**src/rtl/gate_tt_scanner.sv**
```systemverilog
// Truth-table scanner for a small combinational gate: walks gate_in through every vector,
// samples gate_out after a settle delay and compares the table. Optional macro: TT_ERRCNT_EN.
module gate_tt_scanner #(
  parameter int N_IN          = 2,
  parameter int SETTLE_CYCLES = 2,
  parameter int ERR_W         = 8,
  localparam int TT_W         = 2 ** N_IN
) (
  input  logic            clk,
  input  logic            rst,
  input  logic            start,
  input  logic [TT_W-1:0] exp_tt,
  input  logic            gate_out,
  output logic [N_IN-1:0] gate_in,
  output logic            busy,
  output logic            done,
  output logic [TT_W-1:0] tt,
  output logic            pass
`ifdef TT_ERRCNT_EN
  ,
  output logic [ERR_W-1:0] err_cnt
`endif
);

  typedef enum logic [1:0] {
    S_IDLE,
    S_SETTLE,
    S_SAMPLE,
    S_DONE
  } state_t;

  localparam logic [3:0]      CNT_LOAD = 4'(SETTLE_CYCLES - 1);
  localparam logic [N_IN-1:0] IDX_LAST = {N_IN{1'b1}};

  if ((SETTLE_CYCLES < 1) || (SETTLE_CYCLES > 15)) begin : g_bad_settle
    $error("gate_tt_scanner: SETTLE_CYCLES must be in 1..15");
  end
  if (ERR_W < 1) begin : g_bad_err_w
    $error("gate_tt_scanner: ERR_W must be at least 1");
  end

  state_t          r_state;
  state_t          w_state_next;
  logic [N_IN-1:0] r_idx;
  logic [N_IN-1:0] w_idx_next;
  logic [3:0]      r_cnt;
  logic [3:0]      w_cnt_next;
  logic            r_busy;
  logic            w_busy_next;
  logic            r_done;
  logic            w_done_next;
  logic            r_pass;
  logic            w_pass_next;
  logic [TT_W-1:0] r_exp;
  logic [TT_W-1:0] w_exp_next;
  logic [TT_W-1:0] r_tt;
  logic [TT_W-1:0] w_tt_next;
  logic            w_tt_clear;
  logic            w_tt_we;
  logic            w_match;

  assign w_match = (r_tt == r_exp);

  always_comb begin
    w_state_next = r_state;
    w_idx_next   = r_idx;
    w_cnt_next   = r_cnt;
    w_busy_next  = r_busy;
    w_done_next  = 1'b0;
    w_pass_next  = r_pass;
    w_exp_next   = r_exp;
    w_tt_clear   = 1'b0;
    w_tt_we      = 1'b0;
    case (r_state)
      S_IDLE: begin
        if (start) begin
          w_exp_next   = exp_tt;
          w_idx_next   = '0;
          w_tt_clear   = 1'b1;
          w_pass_next  = 1'b0;
          w_cnt_next   = CNT_LOAD;
          w_busy_next  = 1'b1;
          w_state_next = S_SETTLE;
        end
      end
      S_SETTLE: begin
        if (r_cnt == 4'd0) begin
          w_state_next = S_SAMPLE;
        end else begin
          w_cnt_next = r_cnt - 4'd1;
        end
      end
      S_SAMPLE: begin
        w_tt_we = 1'b1;
        // idx stops at the last vector, so it can never wrap into a second pass
        if (r_idx == IDX_LAST) begin
          w_done_next  = 1'b1;
          w_state_next = S_DONE;
        end else begin
          w_idx_next   = r_idx + 1'b1;
          w_cnt_next   = CNT_LOAD;
          w_state_next = S_SETTLE;
        end
      end
      S_DONE: begin
        w_pass_next  = w_match;
        w_busy_next  = 1'b0;
        w_idx_next   = '0;
        w_state_next = S_IDLE;
      end
      default: begin
        w_state_next = S_IDLE;
      end
    endcase
  end

  // Each table bit only listens to gate_out while its own vector is being sampled.
  for (genvar gi = 0; gi < TT_W; gi++) begin : g_tt_bit
    assign w_tt_next[gi] = w_tt_clear ? 1'b0 :
                           ((w_tt_we && (r_idx == N_IN'(gi))) ? gate_out : r_tt[gi]);
  end

  always_ff @(posedge clk or posedge rst) begin
    if (rst) begin
      r_state <= S_IDLE;
      r_idx   <= '0;
      r_cnt   <= 4'd0;
      r_busy  <= 1'b0;
      r_done  <= 1'b0;
      r_pass  <= 1'b0;
      r_exp   <= '0;
      r_tt    <= '0;
    end else begin
      r_state <= w_state_next;
      r_idx   <= w_idx_next;
      r_cnt   <= w_cnt_next;
      r_busy  <= w_busy_next;
      r_done  <= w_done_next;
      r_pass  <= w_pass_next;
      r_exp   <= w_exp_next;
      r_tt    <= w_tt_next;
    end
  end

  assign gate_in = r_idx;
  assign busy    = r_busy;
  assign done    = r_done;
  assign tt      = r_tt;
  assign pass    = r_pass;

`ifdef TT_ERRCNT_EN
  logic [ERR_W-1:0] r_err_cnt;
  logic             w_err_inc;

  // Counts on the same edge that writes a failing pass result; sticks at all-ones.
  assign w_err_inc = (r_state == S_DONE) && !w_match && (r_err_cnt != {ERR_W{1'b1}});

  always_ff @(posedge clk or posedge rst) begin
    if (rst) begin
      r_err_cnt <= '0;
    end else if (w_err_inc) begin
      r_err_cnt <= r_err_cnt + ERR_W'(1);
    end
  end

  assign err_cnt = r_err_cnt;
`endif

endmodule
```
**config.mk**
```make
export PLATFORM = sky130hd
export DESIGN_NAME = gate_tt_scanner
export DESIGN_NICKNAME = d
export VERILOG_FILES = /design/src/rtl/gate_tt_scanner.sv
export SDC_FILE = /design/constraint.sdc
export NUM_CORES = 1
export LEC_CHECK = 0
export BUFFER_PORTS_ARGS = -buffer_cell sky130_fd_sc_hd__buf_4
export CAP_MARGIN = 5
export CELL_PAD_IN_SITES_DETAIL_PLACEMENT = 1
export CELL_PAD_IN_SITES_GLOBAL_PLACEMENT = 1
export CORE_MARGIN = 5
export CORE_UTILIZATION = 35
export CTS_BUF_LIST = sky130_fd_sc_hd__clkbuf_4
export CTS_CLUSTER_SIZE = 14
export DETAILED_ROUTE_END_ITERATION = 8
export GPL_TIMING_DRIVEN = 1
export HOLD_SLACK_MARGIN = 0.06
export PLACE_DENSITY = 0.67
export SYNTH_ARGS = -nofsm -noshare
export SYNTH_HDL_FRONTEND = slang
export SYNTH_SLANG_ARGS = --single-unit
export TNS_END_PERCENT = 1
```
**constraint.sdc**
```tcl
create_clock -name clk -period 1.53 [get_ports clk]
set_input_delay 0.306 -clock clk [delete_from_list [all_inputs] [get_ports clk]]
set_output_delay 0.306 -clock clk [all_outputs]
set_load 0.1 [all_outputs]
```
==> flow_metrics.tcl <==
set metrics [dict create \
    powerDensity_mw_per_mm2 1946 \
    r2r_start "r_cnt[2]" \
    cts_tree "built" \
    drt_iter0_markers 29 \
    dp.cells 139 \
    die_area_mm2 0.004034 \
    post-cts-setup-buffers 0 \
    path_buf_inv 0 \
    synth_top_area_cell "dfrtp_1" \
    synthArstFlopShare_pct 100.0 \
    drv_slew 0 \
    maxCapViolCount 0 \
    antenna_found_initial 0 \
    power_leakage_nw 0.5871 \
    crit_type "flop to flop" \
    grt_use_total_pct 12.97 \
    peakVddDrop_v 0.001222 \
    finalCritPeriodShare_pct 93.06 \
    hold_violations 0 \
    drc 0 \
    std_cell_rows 19 \
    hold_path_depth 2 \
    dpl.hpwl_um 1705 \
    reg2reg_to "r_cnt[3]" \
    critPathMaxStageDelay_ps 530 \
    synth.top_cell.area_share_pct 47.44 \
    setup_viol 0 \
    hp-start "exp_tt[1]" \
    critPathTopFamily "simple AND/OR/NAND/NOR gates" \
    worstRegToRegCells 4 \
    grt_max_degree 17 \
    synthesis.area_mm2 0.001002 \
    grt_pass1_wl_um 4022 \
    yosysWarnings 0 \
    outcome "complete, no violations" \
    start_util_pct 36.34 \
    max_slew_margin_pct 75.45 \
    via_per_inst 5.167 \
    yosys-top-cells-area "dfrtp_1 47%, mux2_2 7.9%, ha_1 7.5%, a22o_1 3.5%, xnor2_1 3.5%" \
    cp.depth 4 \
    avgSynthCellArea_um2 11.14 \
    mostFrequentLayoutCells "21 x buf_4, 17 x dfrtp_1, 7 x mux2_2" \
    ys.flop_type "dfrtp_1" \
    grt_overflow 0 \
    ant_nets 0 \
    wl_per_cell_um 15.67 \
    worst_path_max_delay_cell "or4_4" \
    clockRootBuffer "clkbuf_4" \
    layout.cells.non_filler 144 \
    synth_edf_count 0 \
    synthesis.nets 104 \
    clock.fmax_mhz 702.3 \
    io_pins 17 \
    cp.arrival_ps 1630 \
    grt_pass1_vias 817 \
    fin_crit_ps 1424 \
    vias 744 \
    syn_inst 90 \
    path_clk_slew_ps 110 \
    fin_setup_tns_ps 0 \
    synthToLayoutAreaGrowth_pct 23.35 \
    cp-start-kind "flop" \
    die_h_um 63.51 \
    rsz0062_at_grt "false" \
    final_common_cell "buf_4" \
    clk_latency_ps 310 \
    fin_skew_ps 1.801 \
    fp.dieW_um 63.51 \
    ctsLongestPathBuffers 2 \
    wl_um 2257 \
    crit_chain "or4_4 > and2_4 > o21ai_2 > o31ai_1" \
    core-area_mm2 0.002758 \
    io_buffers 16 \
    seq_area_frac_synth_pct 47.44 \
    tightest_slew_ps 367.9 \
    layout-drive-gt1-share_pct 36.28 \
    rrSetupSlack_ps 110 \
    dp_slack_ps 73.57 \
    ys_seq_elements 19 \
    cts_buffers 3 \
    min_path_type "input pin to flop" \
    layout.nets 128 \
    critPathCaptureType "flop" \
    dr.pass1.iters 4 \
    cts_max_level 1 \
    min_to "r_exp[1]" \
    n_fill_cell 314 \
    gp_congestion 0.7702 \
    path_max_fanout 4 \
    synthDistinctLibCells 30 \
    crit_required_ps 1730 \
    cts_sinks 19 \
    setup_ws_ps 106.2 \
    antenna_cells 0 \
]
## area by class of cell
type,count,area (um2),area share [%]
Multi-Input combinational cell,62,494.2,39.98
Clock buffer,4,30.03,2.429
Tap cell,31,38.79,3.138
Inverter,6,22.52,1.822
Timing Repair Buffer,22,167.7,13.56
Sequential cell,19,483.0,39.07
## flip-flops by register name (all words and copies together), names as in the netlist
name and count:
gate_in 2, tt 4, busy 1, done 1, r_state 2, pass 1, r_exp 4, r_cnt 4
## what timing repair did
action | 4_1_cts | 5_1_grt
setup endpoints to repair | 0 | 5
endpoints found under the hold margin | 8 | 0
gates resized for setup | 0 | 2
hold buffers | 1 | 0
## Yosys cell counts (2+ instances only)
cell type / count
a21oi_1: 2
a22o_1: 4
clkbuf_1: 2
dfrtp_1: 19
ha_1: 6
inv_1: 6
mux2_2: 7
mux2i_1: 3
nand2_1: 5
nand2b_1: 5
nand3b_1: 2
nor2_1: 2
o21ai_0: 5
o22ai_1: 2
o31ai_1: 2
xnor2_1: 4
## report_power, final
part,internal [mW],switching (mW)
Combinational,0.507,0.804
Sequential,0.676,0.139
Clock,0.120,0.161
Total,1.30,1.10
## layer usage
metal / track usage (%) / up-vias / wire (um)
li1: - / 360 / -
met1: 16.19 / 365 / 1009
met2: 19.54 / 15 / 1092
met3: 4.263 / 4 / 102
met4: 7.013 / 0 / 52
met5: 0 / - / 0
## cells by family after synthesis
logic type | after synthesis | share of synthesized area (%)
buf+inv | 9 | 4.120
xor+xnor | 5 | 4.369
fa+ha+maj | 6 | 7.490
mux | 10 | 10.86
simple gates | 23 | 13.61
flops | 19 | 47.44
compound gates | 18 | 12.11
## how the worst max path moves through the flow
stage	end	slack, ps	start
finish	r_cnt[3]	110	r_cnt[2]
detailed placement	r_cnt[0]	70	r_cnt[1]
CTS	r_cnt[0]	40	r_cnt[1]
global placement	r_cnt[2]	110	gate_in[0]
global route	r_cnt[0]	4	r_cnt[1]
floorplan	tt[2]	40	gate_in[0]
## through the flow
step	total power, mW	util [%]	hold slack [ps]	instance area [um2]
floorplan	1.802	-	257.2	1010
global placement	2.077	43.06	303.0	1187
detailed placement	2.130	43.06	307.1	1187
CTS	2.420	44.51	215.2	1227
global route	2.575	44.83	218.9	1236
finish	2.406	44.83	221.7	1236
Power figures use the tool's default switching activity.
